$ cat src/rtl/alu_op_pkg.sv
// Shared ALU op-code definitions used by both the op decoder and the op encoder.
// Also carries the encoder's output-buffer occupancy states.
package alu_op_pkg;

  localparam int OP_W      = 4;
  localparam int N_OPS     = 2 ** OP_W;
  localparam int ERR_CNT_W = 8;

  typedef logic [OP_W-1:0] op_t;

  typedef struct packed {
    op_t  op;
    logic err;
  } enc_entry_t;

  localparam op_t OP_ADD  = 4'd0;
  localparam op_t OP_SUB  = 4'd1;
  localparam op_t OP_AND  = 4'd2;
  localparam op_t OP_OR   = 4'd3;
  localparam op_t OP_XOR  = 4'd4;
  localparam op_t OP_NOT  = 4'd5;
  localparam op_t OP_SLL  = 4'd6;
  localparam op_t OP_SRL  = 4'd7;
  localparam op_t OP_SRA  = 4'd8;
  localparam op_t OP_ROL  = 4'd9;
  localparam op_t OP_ROR  = 4'd10;
  localparam op_t OP_MUL  = 4'd11;
  localparam op_t OP_CMP  = 4'd12;
  localparam op_t OP_MIN  = 4'd13;
  localparam op_t OP_MAX  = 4'd14;
  localparam op_t OP_PASS = 4'd15;

  typedef enum logic [1:0] {
    BUF_EMPTY = 2'd0,
    BUF_ONE   = 2'd1,
    BUF_FULL  = 2'd2
  } buf_state_t;

endpackage

$ cat src/rtl/op_prio_enc.sv
// Combinational lowest-bit-first priority encoder with a one-hot check.
// err is raised for an all-zero vector and for any vector with more than one bit set.
module op_prio_enc
  import alu_op_pkg::*;
#(
  parameter int N_OPS = alu_op_pkg::N_OPS,
  parameter int OP_W  = alu_op_pkg::OP_W
) (
  input  logic [N_OPS-1:0] active,
  output logic [OP_W-1:0]  op,
  output logic             err
);

  // below_any[i] is set when any bit strictly below position i is set.
  logic [N_OPS:0]   below_any;
  logic [N_OPS-1:0] first_hit;
  logic [N_OPS-1:0] extra_hit;

  assign below_any[0] = 1'b0;

  for (genvar gi = 0; gi < N_OPS; gi++) begin : g_chain
    assign below_any[gi+1] = below_any[gi] | active[gi];
    assign first_hit[gi]   = active[gi] & ~below_any[gi];
    assign extra_hit[gi]   = active[gi] &  below_any[gi];
  end

  always_comb begin
    op = '0;
    for (int i = 0; i < N_OPS; i++) begin
      if (first_hit[i]) op = OP_W'(i);
    end
  end

  assign err = ~below_any[N_OPS] | (|extra_hit);

endmodule

$ cat src/rtl/op_encoder.sv
// Encodes one-hot unit-done vectors into op codes, buffers them in a 2-entry FIFO
// with valid/ready on both sides, and counts malformed vectors (saturating).
module op_encoder
  import alu_op_pkg::*;
#(
  parameter int N_OPS     = alu_op_pkg::N_OPS,
  parameter int OP_W      = alu_op_pkg::OP_W,
  parameter int ERR_CNT_W = alu_op_pkg::ERR_CNT_W
) (
  input  logic                 clk,
  input  logic                 rst_n,
  input  logic                 in_valid,
  output logic                 in_ready,
  input  logic [N_OPS-1:0]     active,
  output logic                 out_valid,
  input  logic                 out_ready,
  output logic [OP_W-1:0]      out_op,
  output logic                 out_err,
  output logic [ERR_CNT_W-1:0] err_count,
  input  logic                 clr_err
);

  logic [OP_W-1:0]      enc_op;
  logic                 enc_err;
  logic                 push;
  logic                 pop;
  buf_state_t           state_q, state_d;
  logic                 wr_ptr_q, wr_ptr_d;
  logic                 rd_ptr_q, rd_ptr_d;
  logic [ERR_CNT_W-1:0] err_cnt_q, err_cnt_d;
  logic [OP_W-1:0]      entry_op  [2];
  logic                 entry_err [2];

  op_prio_enc #(
    .N_OPS (N_OPS),
    .OP_W  (OP_W)
  ) u_prio_enc (
    .active (active),
    .op     (enc_op),
    .err    (enc_err)
  );

  // Handshake depends only on registered occupancy, so out_ready never reaches in_ready.
  assign in_ready  = (state_q != BUF_FULL);
  assign out_valid = (state_q != BUF_EMPTY);
  assign push      = in_valid && in_ready;
  assign pop       = out_valid && out_ready;
  assign out_op    = entry_op[rd_ptr_q];
  assign out_err   = entry_err[rd_ptr_q];

  for (genvar gi = 0; gi < 2; gi++) begin : g_entry
    logic [OP_W-1:0] op_q, op_d;
    logic            err_q, err_d;

    always_comb begin
      op_d  = op_q;
      err_d = err_q;
      if (push && (wr_ptr_q == 1'(gi))) begin
        op_d  = enc_op;
        err_d = enc_err;
      end
    end

    always_ff @(posedge clk or negedge rst_n) begin
      if (!rst_n) begin
        op_q  <= '0;
        err_q <= 1'b0;
      end else begin
        op_q  <= op_d;
        err_q <= err_d;
      end
    end

    assign entry_op[gi]  = op_q;
    assign entry_err[gi] = err_q;
  end

  always_comb begin
    state_d   = state_q;
    wr_ptr_d  = wr_ptr_q ^ push;
    rd_ptr_d  = rd_ptr_q ^ pop;
    err_cnt_d = err_cnt_q;

    case (state_q)
      BUF_EMPTY: if (push) state_d = BUF_ONE;
      BUF_ONE: begin
        if (push && !pop)      state_d = BUF_FULL;
        else if (pop && !push) state_d = BUF_EMPTY;
      end
      BUF_FULL:  if (pop) state_d = BUF_ONE;
      default:   state_d = BUF_EMPTY;
    endcase

    if (clr_err) begin
      err_cnt_d = '0;
    end else if (push && enc_err && (err_cnt_q != {ERR_CNT_W{1'b1}})) begin
      err_cnt_d = err_cnt_q + 1'b1;
    end
  end

  always_ff @(posedge clk or negedge rst_n) begin
    if (!rst_n) begin
      state_q   <= BUF_EMPTY;
      wr_ptr_q  <= 1'b0;
      rd_ptr_q  <= 1'b0;
      err_cnt_q <= '0;
    end else begin
      state_q   <= state_d;
      wr_ptr_q  <= wr_ptr_d;
      rd_ptr_q  <= rd_ptr_d;
      err_cnt_q <= err_cnt_d;
    end
  end

  assign err_count = err_cnt_q;

endmodule

$ cat config.mk
export PLATFORM = sky130hd
export DESIGN_NAME = op_encoder
export DESIGN_NICKNAME = d
export VERILOG_FILES = /design/src/rtl/alu_op_pkg.sv /design/src/rtl/op_prio_enc.sv /design/src/rtl/op_encoder.sv
export SDC_FILE = /design/constraint.sdc
export NUM_CORES = 1
export LEC_CHECK = 0
export ABC_AREA = 1
export BUFFER_PORTS_ARGS = -buffer_cell sky130_fd_sc_hd__buf_2
export CAP_MARGIN = 25
export CORE_MARGIN = 4
export CORE_UTILIZATION = 57
export CTS_BUF_LIST = sky130_fd_sc_hd__clkbuf_16
export CTS_CLUSTER_DIAMETER = 200
export DETAILED_ROUTE_END_ITERATION = 7
export MAX_ROUTING_LAYER = met4
export PLACE_DENSITY = 0.9
export SYNTH_ARGS = -nofsm -noshare
export SYNTH_HDL_FRONTEND = slang
export SYNTH_SLANG_ARGS = --single-unit
$ cat constraint.sdc
create_clock -name clk -period 2.7 [get_ports clk]
set_input_delay 0.135 -clock clk [delete_from_list [all_inputs] [get_ports clk]]
set_output_delay 0.135 -clock clk [all_outputs]
set_load 0.02 [all_outputs]
Word-level counts from Yosys, hierarchy flattened:

Cells that the tools add are included.

* output and inout bits: 15
* bits in registers: 22
* word-level logic and storage cells: 126

* equality and inequality tests: 7
* reduce and logical (&&, ||, !) cells: 15
* multiplexer cells: 28
* bitwise operators: 66
* add/sub/neg operators: 1
* $lt $le $gt $ge: 1

Operators by type and width (number)
* 4-bit 2-to-1 mux: 17
* 1-bit AND: 30
* 1-bit NOT: 17
* 8-bit 2-to-1 mux: 2
* 1-bit OR: 16
* 15-bit OR reduction: 1
* 8-bit by 1-bit adder with 8-bit output (second input constant): 1
* 1-bit logical AND: 8
* 2-bit 2-to-1 mux: 4
* 8-bit inequality test (second input constant): 1
* 2-bit inequality test (second input constant): 3
* 2-bit one-hot mux with 3 select lines: 1
* 1-bit 2-to-1 mux: 4
* 2-bit nonzero test: 2
* 3-bit inequality test (second input constant): 1
* 3-bit AND reduction: 1
* 2-bit by 1-bit equality test with 1-bit output (second input constant): 1
* 2-bit equality test (second input constant): 1
* 2-bit greater-or-equal comparator (second input constant): 1
* 1-bit zero test: 2
* 2-bit zero test: 1
* 1-bit NOT with 2-bit output: 1
* 1-bit XOR: 2

Longest topological paths before layout:

Gate-level depths: netlist of the first run.

* depth after elaboration: 21
* gate-level depth with buffers: 15

By module:

A second synthesis of the first run with hierarchy kept.

* cell total of the unflattened synthesis: 220
* area total of the unflattened synthesis: 1596.5 um^2

Modules (own cells, without submodules)
* op_encoder: instances 1, sequential area each 550.5 um^2, cells each 139, area an instance 1161.1 um^2
* op_prio_enc: instances 1, sequential area each 0.0 um^2, cells each 81, area an instance 435.4 um^2

Worst setup path after synthesis of the first run:

No wires, ideal clock.

* path type: register to register
* start: reg err_cnt_q[0], in the netlist err_count[0]
* end: reg err_cnt_q[6], in the netlist err_count[6]
* cell stages (with the launch flop): 8
* path slack: 0.977 ns
* arrival: 1.604 ns
* path buffers: 0
* path through: dfrtp_1 ha_1 nand2_1 nor3b_1 a31oi_1 nand2_2 nand3_1 nand2_1

* longest elaborated chain between the ends: 3
* elaborated cells on any way between the ends: 6
* classes of those cells: add/sub: 1; eq/ne: 1; mux: 2; reduce/logical: 2

Ends and longest elaborated chain
* from (decl): RTL line op_encoder.sv:30 `logic [ERR_CNT_W-1:0] err_cnt_q, err_cnt_d;`
* from (signal assigned): RTL line op_encoder.sv:111 `err_cnt_q <= err_cnt_d;`
* 8-bit by 1-bit adder with 8-bit output or 8-bit inequality test (tied branches): RTL line op_encoder.sv:97, op_encoder.sv:96
* 8-bit 2-to-1 mux or 1-bit logical AND (tied branches): RTL line op_encoder.sv:96 `end else if (push && enc_err && (err_cnt_q != {ERR_CNT_W{1'b1}})) begin`
* 8-bit 2-to-1 mux or 2-bit nonzero test (tied branches)

Parallel ways exist; a longest one is shown, timed or not. The select of a mux whose other input is x is not followed.
A chain may end at the register's enable or synchronous reset.

Worst setup path after layout of the first run:

* start: reg err_cnt_q[0], in the netlist err_count[0]
* end: reg err_cnt_q[3], in the netlist err_count[3]

Same word-level chain as after synthesis.

==> flow_summary.yaml, run 1 <==
placed_design:
  placed_cells: 266
  io_buffers: 35
  gp_congestion: 0.847
  dp_hpwl_mm: 2.54
drt:
  vias_per_cell: 5.37
  wirelength_mm: 3.42
  drt_iter0_markers: 98
  drc: 0
  vias: 1455
  detail-route-antenna-nets: 0
  routedWlPerCell_um: 12.6
  firstDrtPassIters: 4
pwr:
  swShare_pct: 34.0
  p_sw_uw: 434
  power.internal_uw: 842
  p_comb_share_pct: 30.5
  seqPwrFrac_pct: 36.9
  ir_worst_vdd_uv: 534
  pwr_density_cell_nw_per_um2: 695
  clkPwrFrac_pct: 32.7
  leakage_uw: 0.00102
  finalPower_uw: 1280
floorplan:
  die_x_um: 60.0
  initial_utilization_pct: 61.1
  dieArea_um2: 3600
  fp.dieH_um: 60.0
  row_count: 18
  ios: 36
  coreArea_um2: 2520
clock_network:
  cts.sinks: 22
  clk_pin_slew_ns: 0.06
  cts_root_buf: "clkbuf_16"
  cts_max_path_buffers: 2
  cts_buffers: 3
  htree_levels: 1
  cts_tree: "yes"
  insertion_delay_ns: 0.26
  cts_setup_buffers: 0
yosys:
  synthFlopType: "dfrtp_1"
  synth_edf_count: 0
  ys_seq_area_share_pct: 35.7
  async_reset_ff_share_pct: 100
  ys_types: 30
  syn-num-nets: 229
  synthTopCellsByArea: "dfrtp_1 36%, nand2_1 13%, inv_1 8.5%"
  synthCells: 205
  yosys_register_bits: 22
  avgSynthCellArea_um2: 7.51
  synth_area_leader_cell: "dfrtp_1"
  ys_warn_count: 0
  synth_top_area_share_pct: 35.7
  syn_area_um2: 1540
  yosys.cell_count.top_type: "nand2_1"
  ys_top_cells_by_count: "53 x nand2_1, 35 x inv_1, 22 x dfrtp_1"
run_status:
  status: "finished, final reports clean"
final_layout:
  drive_above_1_share_pct: 23.2
  layout.cells.non_filler: 271
  n_fill_cell: 212
  nNetsFinal: 266
  ff_latch_area_um2: 551
  multi_input_area_um2: 828
  antenna_cells: 0
  area_growth_pct: 19.3
sta:
  drv_slew: 0
  post-route-min-period_ns: 1.90
  worstMarginPinSlew_ns: 0.693
  rsz0062_at_grt: "no"
  setup_viol: 0
  final.setup_skew_ns: 0.00346
  fmax_mhz: 526
  max_slew_margin_pct: 53.6
  hold_violations: 0
  finalCritPeriodShare_pct: 70.5
  setup_tns_ns: 0
global_route:
  grtUsageTotal_pct: 21.2
  grt_pass1_wl_mm: 5.64
  grt_max_degree: 23
  overflow: 0
  antenna_found_initial: 0
  grt_pass1_vias: 1326
setup_path:
  critPathLaunchType: "flop"
  crit_path_end_kind: "flop"
  criticalPathCategory: "reg2reg"
  crit_required_ns: 2.84
  critPathMaxFanout: 9
  worstPathArrival_ns: 2.05
run:
  maxCapViolCount: 0
worst_hold_path:
  hold_path_class: "in2reg"
[sequential cells by signal, summed over array words and instances, names as in the netlist]
name           count
g_entry.op_q       8
err_count          8
wr_ptr_q           1
rd_ptr_q           1
state_q            2
g_entry.err_q      2
[path summary, 6_finish.rpt]
kind	startpoint	to	slack, ns	cells after the start
hold reg to reg	g_entry[0].err_q$_DFFE_PN0P_	g_entry[0].err_q$_DFFE_PN0P_	0.49	2
hold / removal	out_ready	rd_ptr_q$_DFF_PN0_	0.15	3
setup / recovery	err_count[0]$_DFFE_PN0P_	err_count[3]$_DFFE_PN0P_	0.80	7
min in group asynchronous	rst_n	g_entry[1].op_q[1]$_DFFE_PN0P_	0.37	2
setup reg to reg	err_count[0]$_DFFE_PN0P_	err_count[3]$_DFFE_PN0P_	0.80	7
max in group asynchronous	rst_n	g_entry[0].op_q[1]$_DFFE_PN0P_	2.00	2
[cell usage in the layout, fill, tap and decap left out, types with 3 or more instances in the layout]
master     instances
nand2_1           53
inv_1             35
buf_2             35
dfrtp_1           22
nand3_1           16
nor2_1            11
o21ai_0            9
nand4_1            9
xor2_1             6
nor2_4             5
a21oi_1            5
nand2_2            3
a31oi_1            3
ha_1               3
clkbuf_16          3
[final cells by class]
| class | instances | area share, % |
|---|---|---|
| clock buffers | 3 | 4.08 |
| clock inverters | 1 | 1.63 |
| inverters | 35 | 7.15 |
| multi-input cells | 144 | 45.1 |
| flip-flops and latches | 22 | 30.0 |
| well taps | 30 | 2.04 |
| repair buffers | 36 | 10.1 |
[power groups by stage]
stage	clock network, uW	registers (uW)	logic [uW]
finish	417	471	389
global route	435	484	440
CTS	422	472	394
detailed placement	0	477	389
global placement	0	471	380
floorplan	0	450	292
[stage by stage]
stage | hold slack [ns] | worst slack (ns) | instance area [um^2] | util (%)
floorplan | -0.161 | 0.977 | 1540 | -
global placement | 0.121 | 0.710 | 1720 | 68.3
detailed placement | 0.125 | 0.638 | 1720 | 68.3
CTS | 0.152 | 0.828 | 1840 | 72.9
global route | 0.173 | 0.604 | 1840 | 72.9
finish | 0.150 | 0.797 | 1840 | 72.9
[routing by layer]
metal  part of all wire [%]  GRT usage, %  up-vias
met1                     42          26.5      643
met2                     49          34.3       68
li1                       -             -      737
met4                    1.5          8.23        0
met3                    7.6          3.24        7
met5                      0             -        -
[critical path, stage by stage (launching register included)]
cell and delay (ns):
dfrtp_1 0.43, ha_1 0.24, nand2_1 0.09, nor3b_1 0.08, a31oi_1 0.52, nand2_2 0.24
nand3_1 0.13, nand2_1 0.07
[repair_timing]
item | 4_1_cts | 5_1_grt
endpoints found under the setup margin | 0 | 0
endpoints found under the hold margin | 22 | 0
gates resized for setup | 0 | 0
hold buffers | 1 | 0
[cell families after synthesis]
kind of cell	Yosys count	synth area share, %
mux	2	1.30
simple gates	109	37.0
xor+xnor	7	3.98
fa+ha+maj	3	2.44
buf+inv	39	10.5
compound gates	23	9.02
flops	22	35.7
No activity file was read; power rests on OpenSTA's default activity.
==> run 2: changes to the inputs <==
--- a/config.mk
+++ b/config.mk
@@ -9,12 +9,12 @@
 export BUFFER_PORTS_ARGS = -buffer_cell sky130_fd_sc_hd__buf_2
 export CAP_MARGIN = 25
 export CORE_MARGIN = 4
-export CORE_UTILIZATION = 57
+export CORE_UTILIZATION = 48
 export CTS_BUF_LIST = sky130_fd_sc_hd__clkbuf_16
 export CTS_CLUSTER_DIAMETER = 200
 export DETAILED_ROUTE_END_ITERATION = 7
 export MAX_ROUTING_LAYER = met4
-export PLACE_DENSITY = 0.9
+export PLACE_DENSITY = 0.81
 export SYNTH_ARGS = -nofsm -noshare
 export SYNTH_HDL_FRONTEND = slang
 export SYNTH_SLANG_ARGS = --single-unit
==> constraint.sdc (replaced) <==
create_clock -name clk -period 1.7 [get_ports clk]
set_input_delay 0.085 -clock clk [delete_from_list [all_inputs] [get_ports clk]]
set_output_delay 0.085 -clock clk [all_outputs]
set_load 0.02 [all_outputs]
==> run 2 against run 1 <==
Core utilization shrank 2.5 points. First-iteration DRC count shrank 48%. Combinational power grew 76%. Register-to-register slack lost 0.71 ns. Global-route usage shrank 2.3 points. Sequential power grew 56%.
==> flow_summary.yaml, run 2 (synthesis results as in run 1) <==
clock_network:
  cts_root_buf: "clkbuf_16"
  cts.sinks: 22
  htree_levels: 1
  insertion_delay_ns: 0.25
  clk_pin_slew_ns: 0.06
  cts_tree: "yes"
  cts_max_path_buffers: 2
  cts_buffers: 3
sta:
  worstMarginPinSlew_ns: 0.489
  rsz0062_at_grt: "yes"
  holdWs_ns: 0.106
  setup_viol: 0
  final.setup_skew_ns: 0.00287
  post-route-min-period_ns: 1.66
  fmax_mhz: 603
  max_slew_margin_pct: 67.4
  finalCritPeriodShare_pct: 97.6
  hold_violations: 0
  drv_slew: 0
  setup_tns_ns: 0
global_route:
  overflow: 0
  grtUsageTotal_pct: 18.9
  antenna_found_initial: 0
  grt_max_degree: 23
  grt_pass1_wl_mm: 6.11
  grt_pass1_vias: 1453
final_layout:
  final_cell_mix: "51 x nand2_1, 35 x inv_1, 31 x buf_2"
  antenna_cells: 0
  area_growth_pct: 39.6
  n_fill_cell: 261
  nNetsFinal: 292
  drive_above_1_share_pct: 33.7
  layout_commonest_cell: "nand2_1"
setup_path:
  crit_slowest_cell: "nor2_4"
  worstPathCellList: "buf_6 -> nor2_4 -> nand2_2 -> nor2_4 -> nand4_4 -> nor2_4 -> nand2_4 -> nor2_4 -> nand3_2 -> nand2_1 -> inv_1 -> nor2_2 -> nand3_4 -> buf_6 -> nand4_1 -> nand2_1"
  crit_required_ns: 1.84
  rrSetupSlack_ns: 0.09
  critPathLaunchType: "input port"
  critPathMaxFanout: 7
  criticalPathCategory: "in2reg"
  critical_path.max_stage_delay_ns: 0.21
  crit_path_end_kind: "flop"
  worstPathArrival_ns: 1.80
  cp_common_cell: "nor2_4"
run:
  maxCapViolCount: 0
floorplan:
  ios: 36
  die_x_um: 64.6
  initial_utilization_pct: 50.5
  fp.dieH_um: 64.6
  dieArea_um2: 4180
  coreArea_um2: 3050
  row_count: 20
drt:
  firstDrtPassIters: 4
  drt_iter0_markers: 51
  vias: 1550
  routedWlPerCell_um: 12.4
  detail-route-antenna-nets: 0
  vias_per_cell: 4.98
  wirelength_mm: 3.85
  drc: 0
pwr:
  pwr_density_cell_nw_per_um2: 964
  ir_worst_vdd_uv: 441
  leakage_uw: 0.00116
placed_design:
  io_buffers: 35
  dp_hpwl_mm: 2.71
  gp_congestion: 0.872
run_status:
  status: "finished, final reports clean"
worst_hold_path:
  hold_path_class: "in2reg"
## run 2: worst paths after layout
path	end	depth (start not counted)	start
worst max register to register	err_count[2]$_DFFE_PN0P_	7	err_count[0]$_DFFE_PN0P_
max in group asynchronous	g_entry[0].op_q[0]$_DFFE_PN0P_	2	rst_n
worst min register to register	g_entry[1].op_q[0]$_DFFE_PN0P_	2	g_entry[1].op_q[0]$_DFFE_PN0P_
worst min-delay path	rd_ptr_q$_DFF_PN0_	3	out_ready
min in group asynchronous	err_count[5]$_DFFE_PN0P_	2	rst_n
worst max-delay path	err_count[3]$_DFFE_PN0P_	16	active[3]
## run 2: final cells by class
| type | instances | area [um^2] | area share [%] |
|---|---|---|---|
| flip-flops and latches | 22 | 551 | 25.6 |
| clock inverters | 1 | 30.0 | 1.40 |
| well taps | 44 | 55.1 | 2.56 |
| clock buffers | 3 | 75.1 | 3.49 |
| multi-input cells | 144 | 898 | 41.8 |
| repair buffers | 62 | 409 | 19.0 |
| inverters | 35 | 131 | 6.11 |
## run 2: what timing repair did
item                                    in CTS  in global routing
resized for setup                            2                 20
pin swaps                                    0                  7
hold endpoints to repair                    22                  0
setup buffers                                0                  2
endpoints found under the setup margin       4                 11
hold buffers                                 1                  0
## run 2: worst max-delay path, delay by kind of cell
family,cells,cell delay [ns]
AND/OR/NAND/NOR,13,1.41
buffers and inverters,3,0.31
## run 2: power breakdown
| part | switching [uW] | internal (uW) | total, uW |
|---|---|---|---|
| clock network | 185 | 467 | 652 |
| logic | 422 | 264 | 686 |
| registers | 88.9 | 645 | 734 |
| total | 696 | 1380 | 2070 |
## run 2: metal layers
layer  track usage, %  vias to the layer above  share of wire, %
met1             22.0                      717                42
li1                 -                      788                 -
met4             5.28                        0               1.1
met5                -                        -                 0
met2             34.0                       39                53
met3             2.43                        6               3.6
## run 2: stage by stage
step / utilization, % / worst slack, ns / power (uW) / area, um^2 / cells
after floorplan: - / 0.115 / 1180 / 1550 / 205
after global placement: 63.3 / -0.142 / 1390 / 1930 / 304
after detailed placement: 63.3 / -0.201 / 1410 / 1930 / 304
after CTS: 67.2 / 0.0109 / 2070 / 2050 / 309
after global routing: 70.4 / -0.0850 / 2210 / 2150 / 311
final: 70.4 / 0.0415 / 2070 / 2150 / 311
